===== config.mk =====
export PLATFORM = sky130hd
export DESIGN_NAME = uart_rx
export DESIGN_NICKNAME = d
export VERILOG_FILES = /design/src/rtl/uart_rx.sv
export SDC_FILE = /design/constraint.sdc
export NUM_CORES = 1
export LEC_CHECK = 0
export ABC_AREA = 1
export BUFFER_PORTS_ARGS = -buffer_cell sky130_fd_sc_hd__buf_2
export CAP_MARGIN = 30
export CORE_ASPECT_RATIO = 0.7
export CORE_UTILIZATION = 35
export CTS_BUF_LIST = sky130_fd_sc_hd__clkbuf_4 sky130_fd_sc_hd__clkbuf_8
export DETAILED_ROUTE_END_ITERATION = 8
export GPL_TIMING_DRIVEN = 0
export HOLD_SLACK_MARGIN = 0.05
export PLACE_DENSITY = 0.49
export RECOVER_POWER = 100
export SYNTH_ARGS = -nofsm -noshare
export SYNTH_HDL_FRONTEND = slang
export SYNTH_SLANG_ARGS = --single-unit

===== constraint.sdc =====
create_clock -name clk -period 3.65 [get_ports clk]
set_input_delay 0.365 -clock clk [delete_from_list [all_inputs] [get_ports clk]]
set_output_delay 0.365 -clock clk [all_outputs]
set_load 0.05 [all_outputs]

===== src/rtl/uart_rx.sv =====
// uart_rx: 8N1 serial receiver with a 2-flop input synchronizer.
// Each bit is sampled at mid-bit, the start bit is validated at mid-bit, and
// the stop bit is checked.
// Optional feature: define UART_RX_PARITY_EN for 8E1/8O1 frames. This adds the
// PARITY state and the parity_err port.
module uart_rx #(
   parameter int CLK_FREQ   = 50_000_000,
   parameter int BAUD       = 115200,
   parameter int PARITY_ODD = 0
) (
   input  logic       clk,
   input  logic       rst_n,
   input  logic       uart_rxd,
   output logic [7:0] rx_data,
   output logic       rx_valid,
   output logic       frame_err,
`ifdef UART_RX_PARITY_EN
   output logic       parity_err,
`endif
   output logic       rx_busy
);

   localparam int BIT_CNT = CLK_FREQ / BAUD;
   localparam int HALF    = BIT_CNT / 2;
   localparam int CW      = $clog2(BIT_CNT);
   localparam logic [CW-1:0] BIT_LAST  = CW'(BIT_CNT - 1);
   localparam logic [CW-1:0] HALF_LAST = CW'(HALF - 1);

   localparam logic [2:0] S_IDLE   = 3'd0;
   localparam logic [2:0] S_START  = 3'd1;
   localparam logic [2:0] S_DATA   = 3'd2;
   localparam logic [2:0] S_STOP   = 3'd4;
`ifdef UART_RX_PARITY_EN
   localparam logic [2:0] S_PARITY = 3'd3;
   localparam logic       ODD      = (PARITY_ODD != 0);
`endif

   logic [1:0]    sync_q;
   logic          rxd_s, rxd_d;
   logic [1:0]    prime;
   logic          armed;
   logic [2:0]    state;
   logic [CW-1:0] cnt;
   logic [2:0]    bit_idx;
   logic [7:0]    shreg;
   logic          par_bad;

   assign rxd_s = sync_q[1];

   // Synchronizer, delayed copy for edge detection, and arm logic.
   // The sync flops reset high, so their outputs are not real pin samples
   // until two cycles after reset release. prime tracks this. Arming waits
   // for prime so that a line held low through reset never looks like a
   // falling edge.
   always_ff @(posedge clk or negedge rst_n) begin
      if (!rst_n) begin
         sync_q <= 2'b11;
         rxd_d  <= 1'b1;
         prime  <= 2'b00;
         armed  <= 1'b0;
      end else begin
         sync_q <= {sync_q[0], uart_rxd};
         rxd_d  <= rxd_s;
         prime  <= {prime[0], 1'b1};
         if (prime[1] && rxd_s)
            armed <= 1'b1;
      end
   end

`ifdef UART_RX_PARITY_EN
   logic par_bit;
   // Parity mismatch: the received bit differs from the parity computed over the data.
   assign par_bad = par_bit ^ (^shreg) ^ ODD;
`else
   assign par_bad = 1'b0;
`endif

   // Frame FSM. Each frame moves through start, data, [parity] and stop, and
   // every bit is sampled at mid-bit.
   always_ff @(posedge clk or negedge rst_n) begin
      if (!rst_n) begin
         state     <= S_IDLE;
         cnt       <= '0;
         bit_idx   <= '0;
         shreg     <= '0;
         rx_data   <= '0;
         rx_valid  <= 1'b0;
         frame_err <= 1'b0;
         rx_busy   <= 1'b0;
`ifdef UART_RX_PARITY_EN
         par_bit    <= 1'b0;
         parity_err <= 1'b0;
`endif
      end else begin
         rx_valid  <= 1'b0;
         frame_err <= 1'b0;
`ifdef UART_RX_PARITY_EN
         parity_err <= 1'b0;
`endif
         case (state)
            S_IDLE: begin
               if (armed && !rxd_s && rxd_d) begin
                  state   <= S_START;
                  cnt     <= '0;
                  rx_busy <= 1'b1;
               end
            end
            S_START: begin
               if (cnt == HALF_LAST) begin
                  cnt <= '0;
                  if (!rxd_s) begin
                     state   <= S_DATA;
                     bit_idx <= '0;
                  end else begin
                     state   <= S_IDLE;
                     rx_busy <= 1'b0;
                  end
               end else
                  cnt <= cnt + 1'b1;
            end
            S_DATA: begin
               if (cnt == BIT_LAST) begin
                  cnt            <= '0;
                  shreg[bit_idx] <= rxd_s;
                  bit_idx        <= bit_idx + 3'd1;
                  if (bit_idx == 3'd7)
`ifdef UART_RX_PARITY_EN
                     state <= S_PARITY;
`else
                     state <= S_STOP;
`endif
               end else
                  cnt <= cnt + 1'b1;
            end
`ifdef UART_RX_PARITY_EN
            S_PARITY: begin
               if (cnt == BIT_LAST) begin
                  cnt     <= '0;
                  par_bit <= rxd_s;
                  state   <= S_STOP;
               end else
                  cnt <= cnt + 1'b1;
            end
`endif
            S_STOP: begin
               if (cnt == BIT_LAST) begin
                  cnt     <= '0;
                  state   <= S_IDLE;
                  rx_busy <= 1'b0;
                  if (!rxd_s)
                     frame_err <= 1'b1;
`ifdef UART_RX_PARITY_EN
                  if (par_bad)
                     parity_err <= 1'b1;
`endif
                  if (rxd_s && !par_bad) begin
                     rx_data  <= shreg;
                     rx_valid <= 1'b1;
                  end
               end else
                  cnt <= cnt + 1'b1;
            end
            default: begin
               state   <= S_IDLE;
               rx_busy <= 1'b0;
            end
         endcase
      end
   end

endmodule

==> results of run 1 <==
-- worst max-delay path, cell delays in order (launching register included) --
cell and delay, ps:
dfrtp_1 370, inv_1 80, nand3_1 200, nand2_1 260, o21ai_0 1020, nand2_1 130
nand3_1 130
-- Yosys cell counts, types with 2 or more instances --
library cell,n,area (sq um)
ha_1,5,62.6
inv_2,6,22.5
nor2_1,19,71.3
dfrtp_1,37,926
o21ai_1,11,55.1
o21ai_0,4,20.0
inv_1,24,90.1
nand3_1,32,160
dfstp_2,3,78.8
nand4_1,5,31.3
nand2_1,94,353
nor2_4,2,22.5
-- power by group --
part	switching, mW	internal [mW]	total (mW)	leakage [nW]
logic	0.231	0.0891	0.320	0.568
registers	0.0411	0.483	0.524	0.530
clock network	0.158	0.211	0.369	0.0586
total	0.430	0.783	1.21	1.16
-- worst max path at each step --
stage / start / to / slack, ps / depth (start not counted)
finish: state[0] / cnt[2] / 1410 / 6
global route: state[0] / cnt[0] / 1100 / 6
CTS: state[1] / cnt[5] / 1980 / 7
detailed placement: state[2] / cnt[5] / 2000 / 7
global placement: state[1] / cnt[5] / 2030 / 7
floorplan: cnt[1] / shreg[1] / 2250 / 10
-- repair_timing --
action	in CTS	in global routing
endpoints found under the hold margin	0	6
resized for setup	0	0
hold buffers	0	1
setup endpoints to repair	0	0
-- cells by family (layout without fill, tap and decap cells) --
group / Yosys count / in the layout / share of synthesized area
other: 1 / 1 / 0.00190
buffers and inverters: 31 / 54 / 0.0626
AO/OA/AOI/OAI: 17 / 17 / 0.0462
adder cells (fa/ha/maj): 5 / 5 / 0.0316
flip-flops: 40 / 40 / 0.508
XOR/XNOR: 1 / 1 / 0.00443
AND/OR/NAND/NOR: 158 / 158 / 0.345
-- stage by stage --
step / power [mW] / hold slack (ps)
6_report: 1.21 / 161
5_1_grt: 1.31 / 146
4_1_cts: 1.23 / 152
3_5_place_dp: 0.863 / 340
3_3_place_gp: 0.864 / 336
2_1_floorplan: 0.768 / 69.4
-- registers in the layout, indices dropped and copies added, names as in the netlist, 2 cells and up --
signal	flops
bit_idx	3
cnt	9
prime	2
rx_data	8
shreg	8
state	3
sync_q	2
-- layout by cell type, fill, tap and decap left out, drive strengths merged --
cell type	count
nand2	96
o211ai	1
bufinv	1
o21ai	16
nand4	5
dlygate4sd3	1
nor2	22
clkbuf	19
dfstp	3
dfrtp	37
clkinv	1
ha	5
conb	1
nand3	33
nor3	1
inv	30
and3	1
xor2	1
buf	2
-- per-layer routing --
metal / track usage / vias to the layer above / routed length (microns)
met5: 0 / - / 0
met4: 0.0469 / 0 / 36
met3: 0.0458 / 5 / 148
met2: 0.203 / 19 / 1490
met1: 0.259 / 694 / 2560
li1: - / 847 / -
-- area by class of cell --
type,instances,area (sq um)
multi-input cells,182,823
fillers,582,3110
plain buffers,1,3.75
well taps,72,90.1
repair buffers,15,80.1
flip-flops and latches,40,1000
clock buffers,6,76.3
inverters,30,113
clock inverters,2,35.0
==> run summary, run 1 <==
The initial antenna violation count was 0. The setup slack after placement is 2000 ps. Measured along the y axis, the die boundary spans 64.9 microns.

The final worst-path setup slack was 1410 ps. After synthesis the netlist holds a flip-flop and latch count of 40. The path with the worst hold slack has its endpoint at sync_q[0]. The number of max-slew violations in the final report is 0. After clock tree synthesis, the setup repair step added 0 buffers. IR analysis of the VDD net gives a maximum drop of 0.312 mV.

The clock drives 40 sinks. For this design the static power due to leakage is 1.16 nW. Setup total negative slack on the finished layout was measured at 0 ps. The number of diodes added for antenna fixing came out at 0. For the final RePlAce weighted congestion, the log shows 0.803. For the pin with the worst max-slew slack, the measured transition is 1220 ps.

For this design the ratio of total power to cell area is 545 mW/mm^2. The global router's overall resource usage is 0.162. The min-delay analysis places its worst path in the category input port to register.

The worst setup path is of the register to register kind. After the first detailed-routing iteration, the DRC count stood at 71. The floorplan step defined a die boundary enclosing 0.00596 sq mm. In this run the remaining antenna-violating nets after routing total 0.

The core utilization of the finished layout is 0.417, and the number of instances in the synthesized netlist is 253. Compared with the post-synthesis result, the final layout area differs by 12.5%. The number of cells traversed by the worst register-to-register path came out at 6. In this run the most critical hold path is launched from uart_rxd. The worst reg-to-reg setup slack was 1410 ps.

The longest clock path from root to sink contains 2 buffers. Setup repair after global routing left no endpoint under its margin. For the worst slew slack as a fraction of its limit, the log shows 0.179. After synthesis, the mean cell area works out to 7.82 sq um.

The logs give 0 for the number of max-capacitance violations reported and 338 for the placed cell count. Detailed placement ended at an HPWL of 3.00 mm. The first global-routing pass estimated 7.26 mm of wire. The routed design has 4.23 mm of wire.

Main flop type after synthesis: dfrtp_1. The final number of hold-violating endpoints was 0; the routed length per instance was 12.2 microns. The later pin in the worst-skew pair is clocked with a latency of 290 ps.

The capturing element type of the critical path was a register. Of all nets on the critical path, the largest fanout is 9. For the worst setup path, the data required time is 3870 ps.

Origin of the critical flop-to-flop path: state[0]. The share of post-route cells with drive strength above 1 is 0.0688. The tools report the launching element type of the critical path as a register. Entering global routing, the biggest net connects 41 pins. Area after detailed placement: 0.00213 sq mm. The number of placement rows is 22, and the residual overflow from global routing is 0.

The finished cells cover 0.00223 sq mm. The reg-to-reg critical path endpoint is cnt[2]. The data arrival time at the worst-slack endpoint is 2470 ps. The via-per-instance ratio works out to 4.50. The number of buffers added on ports was 13. The total standard cell area after synthesis came out at 0.00198 sq mm.

Buffers inserted during clock tree synthesis total 5. The iteration count of the initial detailed-routing pass is 4, and the number of cells traversed by the worst hold path is 1. The flow ran to the end, and the final reports show no timing, DRC or antenna violations.

The via count of the first global-routing pass is 1,446. The net count of the finished layout is 283, and the share of synthesized area occupied by flip-flops and latches is 0.508. The floorplan step defined a core boundary enclosing 0.00534 sq mm. For the depth of the CTS H-tree, the log shows 2. The clock-pin slew reported for the worst setup and hold paths after clock tree synthesis works out to 80 ps. The die is 91.9 microns wide.

In this run, synthesis inferred 0 flip-flops with an integrated enable. The post-synthesis cell type count was 23. For this run, design rule violations remaining after detail routing come to 0. For this design the top-level I/O count stands at 14. Setup violations remaining at the end of the flow were counted as 0.

The finished layout holds 348 standard cells, fillers aside. The starting density of the core is 0.370. The post-route minimum period is 2240 ps, and the number of warnings printed during yosys synthesis is 0. The number of nets in the synthesized netlist is 261. Master cell of the clock root buffer: clkbuf_8. TritonCTS built the clock tree. Share of async-settable or async-resettable flops after synthesis: 1.00. The maximum clock skew at final layout is 9.97 ps. Static timing analysis puts the maximum clock frequency at 0.446 GHz. The final worst-path cycle share is 0.615, and the total number of vias is 1,565.
No activity file was read; power rests on OpenSTA's default activity.
==> run 2, diff against run 1 <==
Settings changed: PLACE_DENSITY 0.49 to 0.51.
Clock period 3.65 ns to 1.9 ns, I/O delays scaled along.
==> run 2 against run 1 <==
Total power rose by 100%. Fmax increased by 35%. Design area grew 2.1%. Core utilization up 0.87 points. Die area unchanged. Non-clock buffer count grew 1. Critical path type unchanged. Critical endpoint is now shreg[5]. Largest cell class unchanged.
==> run summary, run 2 (synthesis results as in run 1) <==
The run finished with clean final reports. The die width works out to 91.9 microns. Share of power burned in combinational logic: 0.250. At the worst endpoint, the required time is 2070 ps. The accumulated negative setup slack was 0 ps.

The first-pass GRT wire length was 7.15 mm. Starting density of the core: 0.370. The worst slew slack as a fraction of its limit is 0.413, and the final worst-path cycle share is 0.877. The run gives 571 as the number of inserted filler cells in the final layout. The area added between synthesis and finish was 14.9%; the final worst-path setup slack was 233 ps.

The tools report the number of diodes added for antenna fixing as 0. The number of max-slew violations in the final report was 0. Input and output buffers added on the ports amount to 13. For this design the total switching power over the nets is 0.819 mW. After floorplanning, the core was sized to cover 0.00534 sq mm. For this run, design rule violations remaining after detail routing come to 0. The switching power as a share of total power was 0.332. Dividing the detail-routed wire length by the instance count gives 12.1 microns. Summing over every cut layer, the via total after detailed routing is 1,583. Clock-pin slew was measured on the worst setup and hold paths at 80 ps.

On the worst path, the slowest cell contributes a delay of 410 ps. The residual overflow from global routing came out at 0. The run gives 4 as the iteration count of the initial detailed-routing pass. The tightest min-delay check is of the input port to asynchronous set/reset pin type. Setup violations remaining at the end of the flow were counted as 0.

Worst hold slack across all endpoints: 300 ps. The tools report the clock network fraction of total power as 0.339. The run gives 8.73 ps as the maximum clock skew at final layout. Entering global routing, the biggest net connects 41 pins. The setup slack after placement came out at 302 ps.

The share of post-route cells with drive strength above 1 was 0.0866. The master of the slowest instance on the critical path is dfrtp_1. Internal power comes to 1.64 mW.

TritonCTS built the clock tree. The worst path needs 1670 ps of the cycle, external delays included. The most numerous cell type found on the critical path is nand2_1.

The floorplan step set the die height to 64.9 microns. Once layout is complete, the cells apart from fillers number 349. The logs give 2.95 mm for the half-perimeter wire length after detailed placement and 0 for the number of post-CTS setup repair buffers. At the worst endpoint, the arrival time is 1840 ps. The tools report the initial antenna violation count as 0. At the later pin of the worst-skew pair, clock insertion delay measures 290 ps. Register containing the most flip-flops in the final layout: cnt. The tools report the maximum clock rate as 0.600 GHz. The register with the most flip-flops in the layout has 9 of them. For the number of DRC markers after the initial detailed-route iteration, the log shows 103. The multi-input combinational cells in the finished layout cover a total of 842 sq um. After routing the design area is 0.00227 sq mm.

At the pin with the least slew margin, the transition time is 880 ps. After detailed placement, the design holds a cell count of 338. The antenna violation net count after detailed routing was 0.

The launching element type of the critical path was a register. Summing all flip-flop and latch instances after layout gives 0.00100 sq mm. After the last flow step, the layout net total stands at 284. The run gives 4.21 mm as the wire length after detailed routing. The final number of hold-violating endpoints came out at 0. The setup path with the least slack is of type register to register. In this run the power density over the cells is 1080 mW/mm^2.

The global router's overall resource usage is 0.156, and the static leakage is 1.19 nW. Via-per-instance ratio: 4.54. The run gives 1,422 as the via count of the first global-routing pass. In the final layout, the registers with the most flip-flops are cnt: 9 flops, rx_data: 8 flops, shreg: 8 flops. The congestion estimate from routability-driven global placement came to 0.774. The clock tree synthesis step divided the H-tree into 2 levels.

The tools report the master cell of the clock root buffer as clkbuf_8. Leaving out fill and tap cells, the most frequent cells in the layout are nand2_1, dfrtp_1, nand3_1, inv_1, nor2_1. For the area after detailed placement, the log shows 0.00213 sq mm. Number of buffers created by CTS: 5. The worst setup path is captured at a register. Row generation in the floorplan step produced 22 rows. The portion of total power attributed to sequential cells is 0.411. The final total power was 2.46 mW; the maximum buffer depth of the clock tree was 2. Across the run, the number of max-cap violations was 0.

The logs give 0.584 mV for the worst voltage drop across the vdd grid and 14 for the total I/O pin count. Setup repair after global routing left no endpoint under its margin. The core utilization of the finished layout is 0.425. The largest fanout on the critical path works out to 10. The floorplan step defined a die boundary enclosing 0.00596 sq mm. Leaving out fill and tap cells, the most frequent cell in the layout is nand2_1.

The critical path goes through inv_1, ha_1, nand2_1, nor2_4, nand2_4, nor2_1, buf_6, nand3_1, nand2_1, o21ai_0. Clock tree synthesis found a total of 40 sinks.
## run 2: cell count changes in the layout (fill, tap and decap cells not counted), sizes merged
cell         change
bufinv           +1
dlygate4sd3      +1
clkinv           -1
## run 2: layout make-up
cell class                 count  share of cell area
clock buffer                   6              0.0336
inverter                      30              0.0496
tap                           72              0.0396
timing repair buffer          16              0.0330
multi-input combinational    182               0.371
sequential                    40               0.442
buffer                         1             0.00496
clock inverter                 2              0.0264
## run 2: path summary, 6_finish.rpt
kind | depth (start not counted) | slack [ps] | from | endpoint
worst min register to register | 0 | 360 | prime[0] | prime[1]
worst max register to register | 10 | 230 | cnt[1] | shreg[5]
max in group asynchronous | 3 | 450 | rst_n | rx_data[1]
worst min-delay path | 2 | 300 | rst_n | cnt[5]
worst max-delay path | 10 | 230 | cnt[1] | shreg[5]
min in group clk | 0 | 360 | prime[0] | prime[1]
## run 2: repair_timing
| item | in CTS | in global routing |
|---|---|---|
| gates resized for setup | 0 | 0 |
| hold endpoints to repair | 1 | 37 |
| hold buffers | 1 | 1 |
## run 2: routing by layer
layer	part of all wire	vias to the layer above	global-route usage
met5	0	-	0
met2	0.37	23	0.202
met3	0.042	5	0.0434
li1	-	845	-
met4	0.010	0	0.0527
met1	0.57	710	0.242
## run 2: worst max-delay path: cells and delay by family (launching register included)
kind	cells	cell delay, ps
fa+ha+maj	1	180
compound gates	1	80
simple gates	6	620
flops	1	410
buf+inv	2	240
## run 2: power by group through the flow
stage / clock, mW / combinational [mW] / sequential, mW
final: 0.834 / 0.616 / 1.01
after global routing: 0.889 / 0.725 / 1.02
after CTS: 0.859 / 0.634 / 1.01
after detailed placement: 0 / 0.628 / 1.03
after global placement: 0 / 0.627 / 1.03
after floorplan: 0 / 0.435 / 1.04
